--- src/rtl/xor_cipher_pkg.sv ---
// xor_cipher_pkg
// Shared definitions for the XOR cipher datapath: FSM state encoding,
// the default word width and the helper that sizes the bit counters.
package xor_cipher_pkg;

  localparam int DATA_SIZE_DEF = 32;

  typedef enum logic [1:0] {
    IDLE  = 2'd0,
    LATCH = 2'd1,
    SHIFT = 2'd2,
    DONE  = 2'd3
  } state_e;

  // Plain constants with the same encoding, for code that carries the state
  // as a bare logic vector.
  localparam logic [1:0] ST_IDLE  = 2'd0;
  localparam logic [1:0] ST_LATCH = 2'd1;
  localparam logic [1:0] ST_SHIFT = 2'd2;
  localparam logic [1:0] ST_DONE  = 2'd3;

  // Counter width able to hold the value DATA_SIZE itself.
  function automatic int cnt_w(input int data_size);
    return $clog2(data_size) + 1;
  endfunction

endpackage

--- src/rtl/xor_serializer_piso_shifter.sv ---
// piso_shifter
// Parallel-in / serial-out shift register. A load captures the whole word;
// a shift moves it one place toward the MSB, filling with zero. The serial
// output is always the current MSB.
// Ports:
//   iClk    clock, rising edge
//   iRst    asynchronous active-low reset (clears the register)
//   iLoad   parallel load (has priority over iShift)
//   iShift  shift left by one
//   iData   parallel word to load
//   oMsb    current MSB of the register
module piso_shifter #(
  parameter int DATA_SIZE = 32
) (
  input  logic                 iClk,
  input  logic                 iRst,
  input  logic                 iLoad,
  input  logic                 iShift,
  input  logic [DATA_SIZE-1:0] iData,
  output logic                 oMsb
);

  logic [DATA_SIZE-1:0] sreg_q;
  logic [DATA_SIZE-1:0] sreg_d;

  always_comb begin
    sreg_d = sreg_q;
    if (iLoad) begin
      sreg_d = iData;
    end else if (iShift) begin
      sreg_d = {sreg_q[DATA_SIZE-2:0], 1'b0};
    end
  end

  always_ff @(posedge iClk or negedge iRst) begin
    if (!iRst) begin
      sreg_q <= '0;
    end else begin
      sreg_q <= sreg_d;
    end
  end

  assign oMsb = sreg_q[DATA_SIZE-1];

endmodule

--- src/rtl/xor_serializer.sv ---
// xor_serializer
// Waits for a complete upstream word, XORs it with the key and shifts the
// result out MSB first, one bit per enabled clock.
// Handshake: oValid is high exactly in the cycles where oData_out carries a
// ciphertext bit; there is no back-pressure other than iEn, which stalls the
// shift for the cycle it is low.
// Ports:
//   iClk, iRst        clock and asynchronous active-low reset
//   iEn               shift enable
//   iLoading          upstream still shifting bits in
//   iData, iKey       plaintext word and key (sampled only in LATCH)
//   iBit_counter      upstream bit count, word complete at DATA_SIZE
//   oData_out         serial ciphertext bit
//   oValid            oData_out is a real bit this cycle
//   oBusy             high in LATCH, SHIFT and DONE
//   oDone             one-cycle pulse after the last bit
//   oBit_counter      bits already emitted in the current word
//   oState            current FSM state (debug visibility)
module xor_serializer
  import xor_cipher_pkg::*;
#(
  parameter int DATA_SIZE = DATA_SIZE_DEF,
  localparam int CNT_W = cnt_w(DATA_SIZE)
) (
  input  logic                 iClk,
  input  logic                 iRst,
  input  logic                 iEn,
  input  logic                 iLoading,
  input  logic [DATA_SIZE-1:0] iData,
  input  logic [CNT_W-1:0]     iBit_counter,
  input  logic [DATA_SIZE-1:0] iKey,
  output logic                 oData_out,
  output logic                 oValid,
  output logic                 oBusy,
  output logic                 oDone,
  output logic [CNT_W-1:0]     oBit_counter,
  output logic [1:0]           oState
);

  logic [1:0]       state_q, state_d;
  logic [CNT_W-1:0] cnt_q, cnt_d;
  logic             armed_q, armed_d;
  logic             start;
  logic             word_full;
  logic             load;
  logic             shift;
  logic             msb;

  assign word_full = (iBit_counter == CNT_W'(DATA_SIZE));
  assign start     = word_full && !iLoading && armed_q;
  assign load      = (state_q == ST_LATCH);
  assign shift     = (state_q == ST_SHIFT) && iEn;

  // armed guards against encrypting the same upstream word twice: it is
  // consumed by any start condition (even one ignored outside IDLE) and only
  // restored once upstream shows it is working on a new word.
  always_comb begin
    armed_d = armed_q;
    if (iLoading || !word_full) begin
      armed_d = 1'b1;
    end
    if (start) begin
      armed_d = 1'b0;
    end
  end

  always_comb begin
    state_d = state_q;
    cnt_d   = cnt_q;
    case (state_q)
      ST_IDLE: begin
        if (start) begin
          state_d = ST_LATCH;
        end
      end
      ST_LATCH: begin
        cnt_d   = '0;
        state_d = ST_SHIFT;
      end
      ST_SHIFT: begin
        if (iEn) begin
          cnt_d = cnt_q + CNT_W'(1);
          if (cnt_q == CNT_W'(DATA_SIZE - 1)) begin
            state_d = ST_DONE;
          end
        end
      end
      ST_DONE: begin
        state_d = ST_IDLE;
      end
      default: begin
        state_d = ST_IDLE;
      end
    endcase
  end

  always_ff @(posedge iClk or negedge iRst) begin
    if (!iRst) begin
      state_q <= ST_IDLE;
      cnt_q   <= '0;
      armed_q <= 1'b1;
    end else begin
      state_q <= state_d;
      cnt_q   <= cnt_d;
      armed_q <= armed_d;
    end
  end

  piso_shifter #(
    .DATA_SIZE(DATA_SIZE)
  ) u_shifter (
    .iClk  (iClk),
    .iRst  (iRst),
    .iLoad (load),
    .iShift(shift),
    .iData (iData ^ iKey),
    .oMsb  (msb)
  );

  // All status decoded from registered state; only oValid sees iEn.
  assign oData_out    = (state_q == ST_SHIFT) && msb;
  assign oValid       = (state_q == ST_SHIFT) && iEn;
  assign oBusy        = (state_q != ST_IDLE);
  assign oDone        = (state_q == ST_DONE);
  assign oBit_counter = cnt_q;
  assign oState       = state_q;

endmodule

--- config.mk ---
export PLATFORM = sky130hd
export DESIGN_NAME = xor_serializer
export DESIGN_NICKNAME = d
export VERILOG_FILES = /design/src/rtl/xor_cipher_pkg.sv /design/src/rtl/xor_serializer_piso_shifter.sv /design/src/rtl/xor_serializer.sv
export SDC_FILE = /design/constraint.sdc
export NUM_CORES = 1
export LEC_CHECK = 0
export BUFFER_PORTS_ARGS = -buffer_cell sky130_fd_sc_hd__buf_2
export CORE_ASPECT_RATIO = 1.1
export CORE_MARGIN = 8
export CORE_UTILIZATION = 46
export CTS_BUF_LIST = sky130_fd_sc_hd__clkbuf_4 sky130_fd_sc_hd__clkbuf_8
export CTS_CLUSTER_DIAMETER = 60
export DETAILED_ROUTE_END_ITERATION = 7
export HOLD_SLACK_MARGIN = 0.03
export PLACE_DENSITY = 0.85
export RECOVER_POWER = 50
export SLEW_MARGIN = 40
export SYNTH_ARGS = -nofsm -noshare
export SYNTH_HDL_FRONTEND = slang
export SYNTH_HIERARCHICAL = 1
export SYNTH_SLANG_ARGS = --single-unit
--- constraint.sdc ---
create_clock -name iClk -period 1.7 [get_ports iClk]
set_clock_uncertainty 0.1 [all_clocks]
set_input_delay 0.085 -clock iClk [delete_from_list [all_inputs] [get_ports iClk]]
set_output_delay 0.085 -clock iClk [all_outputs]
set_load 0.03 [all_outputs]
### Yosys cells after proc, flatten, opt, wreduce, memory -nomap -nowiden

Index checks and enable logic that the tools add are counted.

* muxes and demuxes: 10
* bitwise gates (word level): 1
* divide/modulo/power cells: 0
* equality and inequality tests: 8
* shifts and indexed selects: 0
* multipliers: 0
* reduce and logical (&&, ||, !) cells: 14
* order comparisons: 0
* add/sub/neg operators: 1

Operators with widths (number)
* $mux 32: 2
* $xor 32x32->32: 1
* $pmux 6 s2: 1
* $pmux 2 s4: 1
* $reduce_bool 2->1: 4
* $add 6x1->6 const B: 1
* $eq 6x5->1 const B: 1
* $eq 6x6->1 const B: 1
* $mux 2: 3
* $mux 6: 1
* $ne 2x2->1 const B: 3
* $eq 2x2->1 const B: 2
* $logic_and 1x1->1: 4
* $reduce_and 3->1: 1
* $eq 2x1->1 const B: 1
* $logic_not 1->1: 2
* $logic_not 2->1: 1
* $mux 1: 2
* $reduce_and 2->1: 1
* $logic_or 1x1->1: 1

* logic and storage cells: 38
* latch bits: 0
* register bits: 41
* memories kept: 0
* input bits: 74
* output and inout bits: 12
* memory bits (read-only): 0
* RAM bits: 0

### Longest topological paths before layout

Gate-level depths: netlist of run 1.

* depth in word-level cells: 5
* gate-level depth with buffers: 8
* mapped depth without buffers: 7

### Cells and area by module

Netlist of run 1, hierarchy kept.

Modules (own cells, without submodules)
* piso_shifter: area each 1512.7 sq um, cells an instance 139, seq. area each 800.8 sq um, times used 1
* xor_serializer: area each 823.3 sq um, cells an instance 84, seq. area each 226.5 sq um, times used 1

### Worst setup path after synthesis of run 1

Ideal clock, no wire load.

* path kind: flip-flop to flip-flop
* start point: register state_q[0] (netlist: oState[0])
* end point: register u_shifter.sreg_q[1]
* buffers on the path: 2
* data arrival time: 1805 ps
* setup time: 120 ps
* path slack: -326 ps
* data required time: 1480 ps
* cell stages (with the launch flop): 9
* period minus slack after synthesis: 2026 ps
* cells stage by stage: dfrtp_1 > inv_1 > ha_1 > nand2_1 > inv_2 > buf_6 > buf_12 > mux2i_1 > o21ai_2

* word-level cells in the longest chain between the ends: 3
* elaborated cells on any way between the ends: 5
* classes of those cells: eq/ne: 2; mux: 1; reduce/logical: 2

Ends and longest elaborated chain
* from (decl): line xor_serializer.sv:40 `logic [1:0] state_q, state_d;`
* from (signal assigned): line xor_serializer.sv:103 `state_q <= state_d;`
* $eq 2x2->1
* $logic_and 1x1->1
* net oValid: line xor_serializer.sv:33 `output logic oValid,`
* $reduce_bool 2->1 (no line)
* to (signal assigned): line xor_serializer_piso_shifter.sv:39 `sreg_q <= sreg_d;`
* to (decl): line xor_serializer_piso_shifter.sv:23 `logic [DATA_SIZE-1:0] sreg_q;`

The timed path passes the listed nets, and every way through them passes these cells.
A chain may end at the register's enable or synchronous reset.

### Worst setup path in the final report of run 1

* start point: input iBit_counter[3]
* end point: register state_q[1] (netlist: oState[1])

* word-level cells in the longest chain between the ends: 5

Ends and longest elaborated chain
* from (decl): line xor_serializer.sv:30 `input logic [CNT_W-1:0] iBit_counter,`
* $eq 6x6->1: line xor_serializer.sv:49 `assign word_full = (iBit_counter == CNT_W'(DATA_SIZE));`
* $logic_and 1x1->1 (2 in a row): line xor_serializer.sv:50 `assign start = word_full && !iLoading && armed_q;`
* $ne 2x2->1 (no line)
* $reduce_and 3->1 (no line)

Every way passes these cells.

==> results.py, run 1 <==
metrics = {
    "pwr": {
        "power_frac_comb_pct": 49.3,
        "leakage_uw": 0.00170,
        "ir_worst_vdd_mv": 1.09,
        "switching_share_pct": 39.0,
        "p_per_area_mw_per_mm2": 1290,
        "p_clk_share_pct": 15.5,
        "design_power_total_uw": 4820,
        "internal-power_uw": 2940,
        "seq_power_share_pct": 35.1,
        "switchingPower_uw": 1880,
    },
    "sta": {
        "fin_ws_ps": 7.63,
        "fin_crit_sh_pct": 99.6,
        "tightest_slew_ps": 1110,
        "fin_crit_ps": 1690,
        "finalSetupViolations": 0,
        "hold_viol": 0,
        "hold_slack_ps": 133,
        "maxSlewViolCount": 0,
        "slew_headroom_pct": 25.9,
        "fmax_mhz": 591,
    },
    "floorplan": {
        "die_area_mm2": 0.00762,
        "die_w_um": 83.9,
        "ios": 86,
        "fp-row-count": 27,
        "fp.dieH_um": 90.7,
        "start_util_pct": 47.0,
        "core_mm2": 0.00497,
    },
    "worst_hold_path": {
        "whs_endpoint": "armed_q",
        "hold_path.startpoint": "iBit_counter[5]",
        "hp-class": "in -> reg",
        "min_delay_path_depth": 3,
    },
    "placement": {
        "pre_cts_ws_ps": 71.1,
        "dp_hpwl_um": 3780,
        "io_buffers": 85,
        "finalWeightedCongestion": 0.748,
    },
    "setup_path": {
        "worst_ep_arrival_time_ps": 1770,
        "end_kind": "register",
        "crit_type": "in -> reg",
        "worstPathMaxFanout": 4,
        "slowest_stage": "dlygate4sd3_1",
        "path_buf_inv": 2,
        "start_kind": "primary input",
        "worst_r2r_endpoint": "oState[1]",
        "worstPathCellList": "dlygate4sd3_1 -> buf_2 -> or4b_4 -> o21ai_4 -> a21oi_2 -> a31o_1",
        "crit_family": "buffers and inverters",
        "cpPeakStageDelay_ps": 540,
        "crit_required_ps": 1770,
        "reg2reg_depth": 4,
        "r2r-start": "armed_q",
        "r2r_setup_slack_ps": 50,
        "cp.depth": 6,
    },
    "synthesis": {
        "synth-seq-cells": 41,
        "syn_avg_cell_area_um2": 10.5,
        "syn-num-nets": 303,
        "yosysTopAreaCellShare_pct": 42.8,
        "yosysTopAreaCell": "dfrtp_1",
        "synth_area_mm2": 0.00234,
        "yosysWarnings": 6,
        "syn_inst": 223,
        "netlist_top_cells_area": "dfrtp_1, mux2i_1, xor2_1",
        "yosysSeqAreaShare_pct": 44.0,
        "synthDistinctLibCells": 30,
    },
    "clock_network": {
        "ctsLongestPathBuffers": 2,
        "cts_tree": "done",
        "clkSinkCount": 41,
        "cts-root-buf": "clkbuf_8",
        "htree_levels": 2,
        "numCtsBuffers": 5,
        "clkLatencyLatePin_ps": 290,
        "clk_pin_slew_ps": 70,
    },
    "layout": {
        "ff_latch_area_mm2": 0.00103,
        "fin_util_pct": 75.2,
        "nNetsFinal": 464,
        "area_delta_synth_final_pct": 59.9,
        "final_common_cell": "buf_2",
        "final_layout_size_suffix_gt1_share_pct": 29.2,
        "final_cell_mix": "buf_2, dlygate4sd3_1, dfrtp_1, nand2_1, xor2_1",
        "fillCellCount": 331,
        "diodes": 0,
        "multi_input_area_mm2": 0.00122,
    },
    "global_routing": {
        "grt_pass1_vias": 2390,
        "track_usage_pct": 17.2,
        "grt-ovfl-total": 0,
        "antenna_found_initial": 0,
        "grt_pass1_wl_um": 10900,
        "grt_start_max_net_pins": 65,
    },
    "flow_run": {
        "cap_viol_max_count": 0,
    },
    "routing": {
        "wl_um": 6860,
        "first_pass_iters": 4,
        "post-route-drc-count": 0,
        "ant_nets": 0,
        "dr_total_vias": 2189,
        "wl_per_cell_um": 15.5,
        "drt_iter0_markers": 91,
        "viasPerCell": 4.95,
    },
    "outcome": {
        "status": "complete, no violations",
    },
}
-- logic make-up after synthesis --
family,after synthesis,share of synthesized area [%]
buffers and inverters,15,5.25
xor gates and xnor gates,34,12.7
adders and majority gates,6,3.21
muxes,32,13.7
DFF,41,44.0
and+or+nand+nor,53,10.3
AOI/OAI and AO/OA,42,10.8
-- final cells by class --
type	count	share of cell area (%)
repair buffers	165	34.4
inverters	4	0.603
clock inverters	2	0.938
multi-input cells	167	32.7
well taps	58	1.94
flip-flops and latches	41	27.6
clock buffers	5	1.84
-- worst max path at each step --
stage                    startpoint  slack, ps              endpoint
floorplan                 oState[0]        0.8   u_shifter/sreg_q[1]
detailed placement        oState[0]         70  u_shifter/sreg_q[28]
global placement            armed_q        120             oState[1]
CTS                 iBit_counter[2]         50             oState[1]
finish              iBit_counter[3]          8             oState[1]
global route        iBit_counter[3]         -9             oState[1]
-- state kept, by name, indices dropped and copies added (netlist names) --
register and flops:
u_shifter/sreg_q 32, armed_q 1, oState 2, oBit_counter 6
-- power by group through the flow --
stage | logic, µW | clock network, µW | registers (µW)
floorplan | 1500 | 0 | 1720
global placement | 1920 | 0 | 1680
detailed placement | 2000 | 0 | 1700
CTS | 2180 | 769 | 1690
global route | 2610 | 807 | 1740
finish | 2380 | 750 | 1700
-- per-stage QoR --
step,cells,setup TNS (ps),instance area [µm²]
after floorplan,223,0,2370
after global placement,359,0,2840
after detailed placement,359,0,2840
after CTS,438,0,3660
after global routing,442,-8.88,3730
final,442,0,3730
-- metal layers --
layer  GRT usage (%)  routed length [µm]  part of all wire (%)
met1            16.3                2560                    37
met2            34.3                3890                    57
met5               0                   0                     0
met3            5.42                 361                   5.3
met4            3.31                  42                  0.61
-- cells in the mapped netlist, drive strengths merged --
cell type and n:
a21oi 3, a22o 1, a31o 1, and2 1, buf 10, clkbuf 1, dfrtp 40, dfstp 1
ha 6, inv 4, mux2i 32, nand2 37, nand2b 2, nand3 1, nand4 2, nor2 5
nor2b 1, nor3 1, o21ai 36, o31ai 1, or4 1, or4b 2, xor2 34
-- worst register-to-register path, cell delays in order, from the launching register on --
cell and delay, ps:
dfstp_2 520, or4b_4 460, o21ai_4 210, a21oi_2 70
a31o_1 190
-- timing repair --
action,in CTS,in global routing
setup buffers,0,2
resized for setup,0,5
setup endpoints to repair,0,9
endpoints found under the hold margin,74,0
hold buffers,72,0
Power figures use the tool's default switching activity.
==> inputs of run 2 (changes only) <==
--- a/config.mk
+++ b/config.mk
@@ -12,6 +12,7 @@
 export CTS_BUF_LIST = sky130_fd_sc_hd__clkbuf_4 sky130_fd_sc_hd__clkbuf_8
 export CTS_CLUSTER_DIAMETER = 60
 export DETAILED_ROUTE_END_ITERATION = 7
+export GPL_TIMING_DRIVEN = 0
 export HOLD_SLACK_MARGIN = 0.03
 export PLACE_DENSITY = 0.85
 export RECOVER_POWER = 50
==> results.py, run 2 (same netlist as run 1, synthesis figures left out) <==
metrics = {
    "outcome": {
        "status": "complete, no violations",
    },
    "placement": {
        "io_buffers": 85,
        "dp_cells": 366,
        "finalWeightedCongestion": 0.733,
        "pre_cts_ws_ps": 12.6,
        "dp_hpwl_um": 3920,
    },
    "setup_path": {
        "start_kind": "register",
        "crit_required_ps": 1780,
        "end_kind": "register",
        "r2r-start": "armed_q",
        "crit_type": "reg -> reg",
        "worstPathMaxFanout": 4,
        "reg2reg_depth": 4,
        "startpoint": "armed_q",
        "worst_ep_arrival_time_ps": 1730,
        "endpoint": "oState[1]",
        "r2r_setup_slack_ps": 50,
        "worst_r2r_endpoint": "oState[1]",
    },
    "routing": {
        "viasPerCell": 4.93,
        "wl_um": 6560,
        "met1Wirelength_um": 2500,
        "ant_nets": 0,
        "met2RoutedLength_um": 3470,
        "wl_met3_um": 380,
        "post-route-drc-count": 0,
        "drt_iter0_markers": 90,
        "first_pass_iters": 5,
        "wl_per_cell_um": 14.7,
        "highest_layer": "met4",
        "dr_total_vias": 2193,
    },
    "sta": {
        "fin_crit_sh_pct": 97.1,
        "rsz0062_at_grt": "yes",
        "fmax_mhz": 606,
        "hold_viol": 0,
        "maxSlewViolCount": 0,
        "finalSetupViolations": 0,
        "fin_ws_ps": 49.8,
        "tightest_slew_ps": 1010,
        "fin_crit_ps": 1650,
        "slew_headroom_pct": 32.9,
    },
    "global_routing": {
        "track_usage_pct": 16.9,
        "antenna_found_initial": 0,
        "grt_pass1_wl_um": 10800,
        "grt_pass1_vias": 2404,
        "grt-ovfl-total": 0,
        "grt_start_max_net_pins": 42,
    },
    "floorplan": {
        "fp-row-count": 27,
        "start_util_pct": 47.0,
        "die_area_mm2": 0.00762,
        "core_mm2": 0.00497,
        "fp.dieH_um": 90.7,
        "die_w_um": 83.9,
        "ios": 86,
    },
    "clock_network": {
        "clkLatencyLatePin_ps": 290,
        "htree_levels": 2,
        "cts_tree": "done",
        "clk_pin_slew_ps": 80,
        "ctsLongestPathBuffers": 2,
        "clkSinkCount": 41,
        "cts-root-buf": "clkbuf_8",
        "numCtsBuffers": 5,
    },
    "pwr": {
        "switching_share_pct": 39.4,
        "ir_worst_vdd_mv": 1.08,
        "power_frac_comb_pct": 50.0,
        "seq_power_share_pct": 35.3,
        "p_clk_share_pct": 14.7,
        "p_per_area_mw_per_mm2": 1290,
        "internal-power_uw": 2870,
        "leakage_uw": 0.00171,
        "design_power_total_uw": 4730,
        "switchingPower_uw": 1860,
    },
    "layout": {
        "diodes": 0,
        "largest_reg_flops": 32,
        "final_layout_size_suffix_gt1_share_pct": 31.0,
        "final_cell_mix": "buf_2, dlygate4sd3_1, dfrtp_1, nand2_1, xor2_1",
        "nNetsFinal": 466,
        "top_register": "u_shifter/sreg_q",
        "area_delta_synth_final_pct": 57.2,
        "final_cells": 445,
        "fillCellCount": 333,
        "final_common_cell": "buf_2",
    },
    "flow_run": {
        "cap_viol_max_count": 0,
    },
    "worst_hold_path": {
        "hp-class": "in -> reg",
    },
}
-- run 2: cell count changes in the layout (fill, tap and decap cells not counted), moves of 2 or more --
| cell | delta |
|---|---|
| dlygate4sd3_1 | -4 |
| clkbuf_2 | +2 |
| mux2i_1 | +2 |
| buf_2 | +9 |
| clkbuf_1 | -5 |
| buf_4 | +2 |
| clkbuf_16 | -2 |
| mux2i_2 | -2 |
| clkbuf_8 | +2 |
-- run 2: worst min-delay path by stage --
stage	end	start	slack, ps	cells past startpoint
after CTS	oState[0]	iBit_counter[2]	110	4
after detailed placement	oBit_counter[4]	iRst	-6	1
after global routing	oState[0]	iLoading	160	4
after global placement	oBit_counter[3]	iRst	150	1
after floorplan	oBit_counter[0]	iRst	-310	0
final	oState[0]	iLoading	120	4
-- run 2: routing by layer --
metal	GRT usage, %	vias to the layer above
met1	16.7	1025
met3	4.87	22
li1	-	1075
met2	31.3	71
met5	0	-
met4	7.49	0
-- run 2: cell type report --
cell class / instances / area [µm²] / share of cell area (%)
multi-input cells: 167 / 1210 / 32.9
repair buffers: 156 / 1130 / 30.7
flip-flops and latches: 41 / 1030 / 28.0
plain buffers: 11 / 113 / 3.07
clock buffers: 7 / 96.3 / 2.62
well taps: 58 / 72.6 / 1.98
inverters: 4 / 20.0 / 0.545
clock inverters: 1 / 5.00 / 0.136
-- run 2: repair_timing --
| item | CTS | global route |
|---|---|---|
| endpoints found under the hold margin | 75 | 0 |
| setup endpoints to repair | 4 | 32 |
| buffers inserted | 0 | 3 |
| gates resized for setup | 1 | 1 |
| hold buffers | 68 | 0 |
| pin swaps | 0 | 1 |
-- run 2: power groups by stage --
stage	combinational, µW	sequential, µW	clock, µW
final	2360	1670	695
after global routing	2600	1710	761
after CTS	2290	1670	710
after detailed placement	2090	1690	0
after global placement	1990	1670	0
after floorplan	1500	1720	0
-- run 2: per-stage QoR --
| step | utilization [%] | area (µm²) | hold slack, ps | TNS [ps] |
|---|---|---|---|---|
| 2_1_floorplan | - | 2370 | -311 | 0 |
| 3_3_place_gp | 57.7 | 2870 | 146 | 0 |
| 3_5_place_dp | 57.7 | 2870 | -6.35 | 0 |
| 4_1_cts | 73.5 | 3650 | 108 | 0 |
| 5_1_grt | 73.9 | 3670 | 157 | -51.8 |
| 6_report | 73.9 | 3670 | 116 | 0 |
-- run 2: critical path, cell delays in order (launching register included) --
cell and delay (ps):
dfstp_2 530, or4b_4 460, o21ai_4 180, a21oi_1 90, a31o_1 190
